File: src/rtl/gray_stream_pkg.sv
// Shared types for the gray-word stream: pixel/word widths, the RGB888 layout
// and the gray-to-RGB mapping used on the display side.
package gray_stream_pkg;

    localparam int unsigned PIXEL_W         = 8;
    localparam int unsigned PIXELS_PER_WORD = 4;
    localparam int unsigned WORD_W          = PIXEL_W * PIXELS_PER_WORD;
    localparam int unsigned RGB_W           = 3 * PIXEL_W;

    typedef logic [PIXEL_W-1:0] gray_t;

    typedef struct packed {
        gray_t r;
        gray_t g;
        gray_t b;
    } rgb888_t;

    function automatic rgb888_t gray_to_rgb(gray_t g);
        rgb888_t p;
        p.r = g;
        p.g = g;
        p.b = g;
        return p;
    endfunction

    // Counter width for a 0..n-1 range; a range of one still needs one bit.
    function automatic int unsigned cnt_w(int unsigned n);
        return (n > 1) ? $clog2(n) : 1;
    endfunction

endpackage

File: src/rtl/grayscale_to_rgb_unpacker_if.sv
// Stream bundle of the unpacker: packed gray words in, RGB888 pixels with
// line/frame markers out. master = stream source/sink side, slave = unpacker.
interface grayscale_to_rgb_unpacker_if;
    import gray_stream_pkg::*;

    logic [WORD_W-1:0] s_data_i;
    logic              s_valid_i;
    logic              s_ready_o;
    logic [RGB_W-1:0]  m_rgb_o;
    logic              m_valid_o;
    logic              m_ready_i;
    logic              m_last_o;
    logic              m_user_o;

    modport master (
        output s_data_i,
        output s_valid_i,
        input  s_ready_o,
        input  m_rgb_o,
        input  m_valid_o,
        output m_ready_i,
        input  m_last_o,
        input  m_user_o
    );

    modport slave (
        input  s_data_i,
        input  s_valid_i,
        output s_ready_o,
        output m_rgb_o,
        output m_valid_o,
        input  m_ready_i,
        output m_last_o,
        output m_user_o
    );

endinterface

File: src/rtl/frame_position_counter.sv
// Column/row position of the current output pixel within a frame; advances
// once per delivered pixel and wraps at the line and frame boundaries.
module frame_position_counter
    import gray_stream_pkg::*;
#(
    parameter int unsigned LINE_PIXELS = 640,
    parameter int unsigned LINES       = 480,
    localparam int unsigned COL_W      = cnt_w(LINE_PIXELS),
    localparam int unsigned ROW_W      = cnt_w(LINES)
) (
    input  logic             clk_i,
    input  logic             rst_ni,
    input  logic             clear_i,
    input  logic             advance_i,
    output logic [COL_W-1:0] col_o,
    output logic [ROW_W-1:0] row_o,
    output logic             line_end_o,
    output logic             frame_start_o
);

    localparam logic [COL_W-1:0] COL_LAST = COL_W'(LINE_PIXELS - 1);
    localparam logic [ROW_W-1:0] ROW_LAST = ROW_W'(LINES - 1);

    logic [COL_W-1:0] col_q, col_d;
    logic [ROW_W-1:0] row_q, row_d;

    always_comb begin
        col_d = col_q;
        row_d = row_q;
        if (clear_i) begin
            col_d = '0;
            row_d = '0;
        end else if (advance_i) begin
            if (col_q == COL_LAST) begin
                col_d = '0;
                row_d = (row_q == ROW_LAST) ? '0 : row_q + ROW_W'(1);
            end else begin
                col_d = col_q + COL_W'(1);
            end
        end
    end

    always_ff @(posedge clk_i or negedge rst_ni) begin
        if (!rst_ni) begin
            col_q <= '0;
            row_q <= '0;
        end else begin
            col_q <= col_d;
            row_q <= row_d;
        end
    end

    assign col_o         = col_q;
    assign row_o         = row_q;
    assign line_end_o    = (col_q == COL_LAST);
    assign frame_start_o = (col_q == '0) && (row_q == '0);

endmodule

File: src/rtl/grayscale_to_rgb_unpacker.sv
// Unpacks 32-bit words of four gray pixels into one RGB888 pixel per handshake,
// tagging line-end (m_last_o) and frame-start (m_user_o) for the video sink.
module grayscale_to_rgb_unpacker
    import gray_stream_pkg::*;
#(
    parameter int unsigned LINE_PIXELS = 640,
    parameter int unsigned LINES       = 480
) (
    input  logic                        clk_i,
    input  logic                        rst_ni,
    input  logic                        clear_i,
    grayscale_to_rgb_unpacker_if.slave  bus
);

    localparam int unsigned COL_W = cnt_w(LINE_PIXELS);
    localparam int unsigned ROW_W = cnt_w(LINES);

    generate
        if ((LINE_PIXELS % PIXELS_PER_WORD) != 0 || LINE_PIXELS < PIXELS_PER_WORD
            || LINES < 1) begin : g_bad_params
            $error("grayscale_to_rgb_unpacker: LINE_PIXELS must be a multiple of 4 (>=4), LINES >= 1");
        end
    endgenerate

    logic [WORD_W-1:0] word_q, word_d;
    logic [2:0]        rem_q, rem_d;
    logic [1:0]        pix_idx;
    gray_t             pix;
    logic              out_valid;
    logic              out_hs;
    logic              in_hs;
    logic              s_ready;
    logic              line_end;
    logic              frame_start;
    logic [COL_W-1:0]  col;
    logic [ROW_W-1:0]  row;
    logic              pos_unused;

    // rem_q counts down 4..1, so the pixel on display is 4 - rem_q.
    assign out_valid = (rem_q != 3'd0);
    assign pix_idx   = 2'(3'(PIXELS_PER_WORD) - rem_q);
    assign pix       = word_q[PIXEL_W*pix_idx +: PIXEL_W];

    // Refill while the last pixel leaves so words stream without a bubble.
    assign s_ready = !clear_i &&
                     ((rem_q == 3'd0) || ((rem_q == 3'd1) && bus.m_ready_i));
    assign in_hs   = bus.s_valid_i && s_ready;
    assign out_hs  = out_valid && bus.m_ready_i;

    always_comb begin
        word_d = word_q;
        rem_d  = rem_q;
        if (clear_i) begin
            rem_d = 3'd0;
        end else if (in_hs) begin
            word_d = bus.s_data_i;
            rem_d  = 3'(PIXELS_PER_WORD);
        end else if (out_hs) begin
            rem_d = rem_q - 3'd1;
        end
    end

    always_ff @(posedge clk_i or negedge rst_ni) begin
        if (!rst_ni) begin
            word_q <= '0;
            rem_q  <= 3'd0;
        end else begin
            word_q <= word_d;
            rem_q  <= rem_d;
        end
    end

    frame_position_counter #(
        .LINE_PIXELS (LINE_PIXELS),
        .LINES       (LINES)
    ) u_pos (
        .clk_i         (clk_i),
        .rst_ni        (rst_ni),
        .clear_i       (clear_i),
        .advance_i     (out_hs),
        .col_o         (col),
        .row_o         (row),
        .line_end_o    (line_end),
        .frame_start_o (frame_start)
    );

    // Raw position is only a debug tap here; markers come from the counter flags.
    assign pos_unused = ^{col, row};

    assign bus.s_ready_o = s_ready;
    assign bus.m_valid_o = out_valid;
    assign bus.m_rgb_o   = out_valid ? gray_to_rgb(pix) : '0;
    assign bus.m_last_o  = out_valid && line_end;
    assign bus.m_user_o  = out_valid && frame_start;

endmodule

File: src/flat_wrapper.sv
// flat-port wrapper written by rule: the top's interface ports become plain ports
module grayscale_to_rgb_unpacker_flat import gray_stream_pkg::*;
#(
    parameter int unsigned LINE_PIXELS = 640,
    parameter int unsigned LINES       = 480
)
  (clk_i, rst_ni, clear_i, bus_s_data_i, bus_s_valid_i, bus_s_ready_o, bus_m_rgb_o, bus_m_valid_o, bus_m_ready_i, bus_m_last_o, bus_m_user_o);
  grayscale_to_rgb_unpacker_if bus_i ();
  input  logic clk_i;
  input  logic rst_ni;
  input  logic clear_i;
  input wire logic [$bits(bus_i.s_data_i)-1:0] bus_s_data_i;
  input wire logic [$bits(bus_i.s_valid_i)-1:0] bus_s_valid_i;
  output wire logic [$bits(bus_i.s_ready_o)-1:0] bus_s_ready_o;
  output wire logic [$bits(bus_i.m_rgb_o)-1:0] bus_m_rgb_o;
  output wire logic [$bits(bus_i.m_valid_o)-1:0] bus_m_valid_o;
  input wire logic [$bits(bus_i.m_ready_i)-1:0] bus_m_ready_i;
  output wire logic [$bits(bus_i.m_last_o)-1:0] bus_m_last_o;
  output wire logic [$bits(bus_i.m_user_o)-1:0] bus_m_user_o;
  assign bus_i.s_data_i = bus_s_data_i;
  assign bus_i.s_valid_i = bus_s_valid_i;
  assign bus_s_ready_o = bus_i.s_ready_o;
  assign bus_m_rgb_o = bus_i.m_rgb_o;
  assign bus_m_valid_o = bus_i.m_valid_o;
  assign bus_i.m_ready_i = bus_m_ready_i;
  assign bus_m_last_o = bus_i.m_last_o;
  assign bus_m_user_o = bus_i.m_user_o;
  grayscale_to_rgb_unpacker #(.LINE_PIXELS(LINE_PIXELS), .LINES(LINES)) u_core (.clk_i(clk_i), .rst_ni(rst_ni), .clear_i(clear_i), .bus(bus_i));
endmodule
File: config.mk
export PLATFORM = sky130hd
export DESIGN_NAME = grayscale_to_rgb_unpacker_flat
export DESIGN_NICKNAME = d
export VERILOG_FILES = /design/src/rtl/gray_stream_pkg.sv /design/src/rtl/grayscale_to_rgb_unpacker_if.sv /design/src/rtl/frame_position_counter.sv /design/src/rtl/grayscale_to_rgb_unpacker.sv /design/src/flat_wrapper.sv
export SDC_FILE = /design/constraint.sdc
export NUM_CORES = 1
export LEC_CHECK = 0
export ABC_AREA = 0
export CORE_ASPECT_RATIO = 0.6
export CORE_MARGIN = 2
export CORE_UTILIZATION = 54
export DETAILED_ROUTE_END_ITERATION = 6
export PLACE_DENSITY_LB_ADDON = 0.2
export SYNTH_ARGS = -nofsm -noshare
export SYNTH_HDL_FRONTEND = slang
export SYNTH_SLANG_ARGS = --single-unit
File: constraint.sdc
create_clock -name clk_i -period 6 [get_ports clk_i]
set_input_delay 1.2 -clock clk_i [delete_from_list [all_inputs] [get_ports clk_i]]
set_output_delay 1.2 -clock clk_i [all_outputs]
set_load 0.03 [all_outputs]
[Word-level counts from Yosys, hierarchy flattened]
Cells that the tools add are included.
Operators by class
  add/sub/neg operators: 4
  equality and inequality tests: 3
  shifts and indexed selects: 1
  multiplexer cells: 11
  bitwise logic cells: 1
  reduce and logical (&&, ||, !) cells: 18
Operator list (count)
  $mux 9: 4
  $shiftx 32x6->8: 1
  $mux 10: 3
  $mux 24: 1
  $add 10x1->10 const B: 1
  $eq 10x10->1 const B: 1
  $logic_not 10->1: 1
  $add 9x1->9 const B: 1
  $eq 9x9->1 const B: 1
  $logic_not 9->1: 1
  $mux 3: 3
  $logic_and 1x1->1: 7
  $reduce_bool 3->1: 2
  $reduce_and 2->1: 2
  $reduce_bool 2->1: 2
  $eq 3x1->1 const B: 1
  $logic_not 3->1: 1
  $sub 3x1->3 const B: 1
  $sub 1x2->2 const A: 1
  $logic_not 1->1: 1
  $logic_or 1x1->1: 1
  $not 1->1: 1
Storage, ports and cells
  flip-flop bits (word level): 54
  input port bits: 37
  output and inout port bits: 28
  logic and storage cells: 42

[Depth between registers and ports, before layout]
  word-level depth: 7
  mapped depth: 9
  gate-level depth less buffers: 7

[Modules after synthesis]
From an unflattened synthesis, not the netlist that was laid out.
Second synthesis, totals
  cells, all modules: 245
  area total of the unflattened synthesis: 2954.1 µm²
Modules (own cells, without submodules)
  grayscale_to_rgb_unpacker: times used 1, cells an instance 126, area an instance 1828.0 µm², sequential area each 875.8 µm²
  frame_position_counter: times used 1, cells an instance 119, area an instance 1126.1 µm², sequential area each 475.5 µm²

[Least setup slack after synthesis]
Ideal clock, no wire load.
  path kind: register to output
  start: reg u_core.rem_q[0]
  end: out bus_m_user_o
  arrival: 2.306 ns
  data required time: 4.800 ns
  slack: 2.494 ns
  cell stages (with the launch flop): 8
  buffers on the path: 1
  cell sequence: dfrtp_1 buf_2 inv_1 ha_1 nor2b_1 nor3_1 nand4_1 nor4b_1
On the way
  cells in the longest elaborated chain, start to end: 2
RTL lines
  from (decl): line grayscale_to_rgb_unpacker.sv:26  | logic [2:0] rem_q, rem_d;
  from (signal assigned): line grayscale_to_rgb_unpacker.sv:69  | rem_q <= rem_d;
  $reduce_bool 3->1: line grayscale_to_rgb_unpacker.sv:40  | assign out_valid = (rem_q != 3'd0);
  $logic_and 1x1->1: line grayscale_to_rgb_unpacker.sv:94  | assign bus.m_user_o = out_valid && frame_start;
  to (decl): line flat_wrapper.sv:19  | output wire logic [$bits(bus_i.m_user_o)-1:0] bus_m_user_o;
Every way passes these cells.

[Worst setup path after layout]
  start: in clear_i
  end: out bus_s_ready_o
On the way
  cells in the longest elaborated chain, start to end: 2
RTL lines
  from (decl): line flat_wrapper.sv:11  | input logic clear_i;
  $logic_not 1->1: line grayscale_to_rgb_unpacker.sv:45  | assign s_ready = !clear_i &&
  $logic_and 1x1->1: line grayscale_to_rgb_unpacker.sv:45
  to (decl): line flat_wrapper.sv:14  | output wire logic [$bits(bus_i.s_ready_o)-1:0] bus_s_ready_o;
Every way passes these cells.

==> metrics.md <==
| Metric | Value |
|---|---|
| Status | complete, no violations |
| Fillers | 393 |
| Final ANT Viol Nets | 0 |
| IO Count | 65 |
| WP buf/inv | 2 |
| Pint | 1.111 mW |
| CP peak stage delay | 0.74 ns |
| Via/cell ratio | 5.781 |
| Share of cells above drive strength 1 | 0.1898 |
| WL/cell | 16.74 µm |
| CTS root buffer | clkbuf_8 |
| Placed inst area | 3452 µm² |
| CP Class | primary input to primary output |
| H-Tree Depth | 2 |
| Yosys reg bits | 54 |
| Syn_area_per_cell | 11.67 µm² |
| Total power | 1.861 mW |
| Die width | 98.72 µm |
| Ys Warns | 0 |
| Leakage Power | 1.399 nW |
| Slowest CP cell | clkdlybuf4s50_1 |
| GP Congestion | 0.8652 |
| Post-CTS Resized | 0 |
| Finished Core Util | 0.6951 |
| Cell area after layout | 3566 µm² |
| Post-DP HPWL | 4416 µm |
| Area growth, synth to finish | 22.69% |
| Count of final max-slew check failures | 0 |
| Final WL | 6042 µm |
| Flop pwr share | 0.303 |
| Port Buf Inserts | 64 |
| CP most frequent cell | clkdlybuf4s50_1 |
| Synth Instances | 249 |
| GRT overflow | 0 |
| GRT Overall Usage | 0.2166 |
| Hold_buf cts | 0 |
| VDD IR-drop max | 0.2631 mV |
| Power Density | 521.8 nW/µm² |
| Drt drc | 0 |
| Clock latency on the worst-skew pair | 0.31 ns |
| Die area | 6005 µm² |
| Post-Synthesis Cell Area | 2907 µm² |
| Post-CTS setup buffer count | 0 |
| Drt pass-1 iters | 4 |
| CP required | 4.80 ns |
| CTS tree | done |
| Slew HR | 0.5545 |
| Fin crit share | 0.7010 |
| Initial antenna violation count | 0 |
| Yosys cell types | 38 |
| Initial DRC count | 101 |
| Max FO, Critical Path | 14 |
| Final Critical Period | 4.206 ns |
| NumNets Final | 338 |
| # rows | 20 |
| Largest net degree at the start of global routing | 55 |
| Syn Nets | 293 |
| Max Root-Sink Buffers | 2 |
| Worst-margin pin slew | 0.6683 ns |
| Core area | 5130 µm² |
| Vias in the first global route | 2017 |
| Tightest Hold Check Type | flip-flop to flip-flop |
| Sw frac | 0.4027 |
| Antenna diodes | 0 |
| Sw power | 0.7492 mW |
| Crit start category | primary input |
| RSZ-0062 raised after global routing | no |
| Via count | 2087 |
| Max-cap viol count | 0 |
| Initial Util | 0.5666 |
| CP endpoint kind | primary output |
| TritonCTS Buffers | 5 |
| Seq/Total Area, Yosys | 0.4649 |
| Achievable Freq | 237.7 MHz |
| Skew final | 0.007444 ns |
| # setup viols final | 0 |
| Final Hold Fails | 0 |
| Global-route wire length before repair | 9984 µm |
| Crit path max-delay family | buffers and inverters |
| CP cell instances | clkdlybuf4s50_1 > nor3_1 > clkdlybuf4s50_1 |
| Worst path arrival time | 3.01 ns |
| Comb power frac | 0.565 |
| Sink Count | 54 |
| Clock power share | 0.132 |
| Clk slew on worst S/H paths | 0.10 ns |
| Final setup TNS | 0 ns |
| Die H | 60.83 µm |
==> cell usage after synthesis (all sizes together) <==
cell type / count / area, µm²
nor3: 4 / 20.02
nor4b: 2 / 17.52
clkbuf: 4 / 15.01
a2bb2oi: 1 / 8.760
nand2b: 1 / 6.260
xnor2: 4 / 35.03
o21ai: 6 / 33.78
mux2i: 2 / 20.02
xor2: 2 / 17.52
nand4: 4 / 25.02
and4b: 1 / 10.01
mux4: 8 / 180.2
a21oi: 13 / 65.06
or2: 2 / 12.51
o311ai: 2 / 17.52
and4bb: 1 / 12.51
nand4b: 1 / 8.760
nor4: 2 / 12.51
or3: 4 / 25.02
nand2: 10 / 37.54
nand3: 11 / 67.57
buf: 24 / 172.7
and2: 11 / 68.82
ha: 7 / 87.58
nor2b: 1 / 6.260
nor3b: 2 / 15.01
or4: 3 / 22.52
mux2: 32 / 360.4
nor2: 4 / 15.01
inv: 9 / 33.78
o31ai: 5 / 37.54
dfrtp: 54 / 1351
and4: 2 / 17.52
o211ai: 6 / 45.04
and3: 4 / 25.02
==> cells in the final DEF, fill, tap and decap left out, drive strengths merged, types with 3 or more instances in the layout <==
cell and n:
clkdlybuf4s50 63, dfrtp 54, mux2 32, a21oi 13, and2 11, nand3 11, nand2 10, inv 9
mux4 8, ha 7, o211ai 6, o21ai 6, o31ai 5, clkbuf 5, nor3 4, nor2 4
nand4 4, and3 4, xnor2 4, or3 4, or4 3, buf 3
==> kinds of logic after synthesis <==
group,share of synthesized area
AND/OR/NAND/NOR,0.1464
flip-flops,0.4649
multiplexers,0.1929
buffers and inverters,0.07619
AO/OA/AOI/OAI,0.07146
adder cells (fa/ha/maj),0.03013
XOR/XNOR,0.01808
==> power by group through the flow <==
stage / Clock [mW] / Combinational, mW / Sequential (mW)
floorplan: 0 / 0.827 / 0.532
global placement: 0 / 1.04 / 0.565
detailed placement: 0 / 1.06 / 0.571
CTS: 0.253 / 1.06 / 0.564
global route: 0.270 / 1.12 / 0.583
finish: 0.246 / 1.05 / 0.563
==> cell type report <==
| cell class | instances | area [µm²] | share of cell area |
|---|---|---|---|
| Clock buffer | 5 | 68.82 | 0.01930 |
| Multi-Input combinational cell | 158 | 1334 | 0.3740 |
| Timing Repair Buffer | 66 | 650.6 | 0.1825 |
| Inverter | 9 | 33.78 | 0.009474 |
| Tap cell | 66 | 82.58 | 0.02316 |
| Clock inverter | 3 | 45.04 | 0.01263 |
| Sequential cell | 54 | 1351 | 0.3789 |
==> state kept, by name (all words and copies together) (netlist names) <==
| signal | flops |
|---|---|
| u_core.u_pos.row_o | 9 |
| u_core.rem_q | 3 |
| u_core.u_pos.col_o | 10 |
| u_core.word_q | 32 |
==> metrics by stage <==
step	cells	hold slack, ns	setup WS [ns]
6_report	361	0.5107	1.794
5_1_grt	361	0.5267	1.572
4_1_cts	361	0.5147	1.759
3_5_place_dp	353	0.4905	1.826
3_3_place_gp	353	0.4852	1.884
2_1_floorplan	249	0.4751	2.494
==> layer usage <==
| layer | track usage | vias to the layer above | routed length (µm) |
|---|---|---|---|
| met5 | 0 | - | 0 |
| met4 | 0.06067 | 0 | 44 |
| met3 | 0.04954 | 7 | 418 |
| met2 | 0.3217 | 73 | 2733 |
| met1 | 0.3251 | 1019 | 2845 |
| li1 | - | 988 | - |
==> worst paths after layout <==
check / from / end / slack (ns) / cells after the start
worst max-delay path: clear_i / bus_s_ready_o / 1.79 / 3
worst max register to register: u_core.rem_q[0]$_DFFE_PN0P_ / u_core.u_pos.row_o[4]$_DFFE_PN0P_ / 3.09 / 7
min in group asynchronous: rst_ni / u_core.u_pos.row_o[6]$_DFFE_PN0P_ / 0.99 / 2
max in group asynchronous: rst_ni / u_core.u_pos.col_o[8]$_DFFE_PN0P_ / 4.56 / 2
worst min register to register: u_core.word_q[30]$_DFFE_PN0P_ / u_core.word_q[30]$_DFFE_PN0P_ / 0.51 / 1
worst min-delay path: u_core.word_q[30]$_DFFE_PN0P_ / u_core.word_q[30]$_DFFE_PN0P_ / 0.51 / 1
Power figures use the tool's default switching activity.
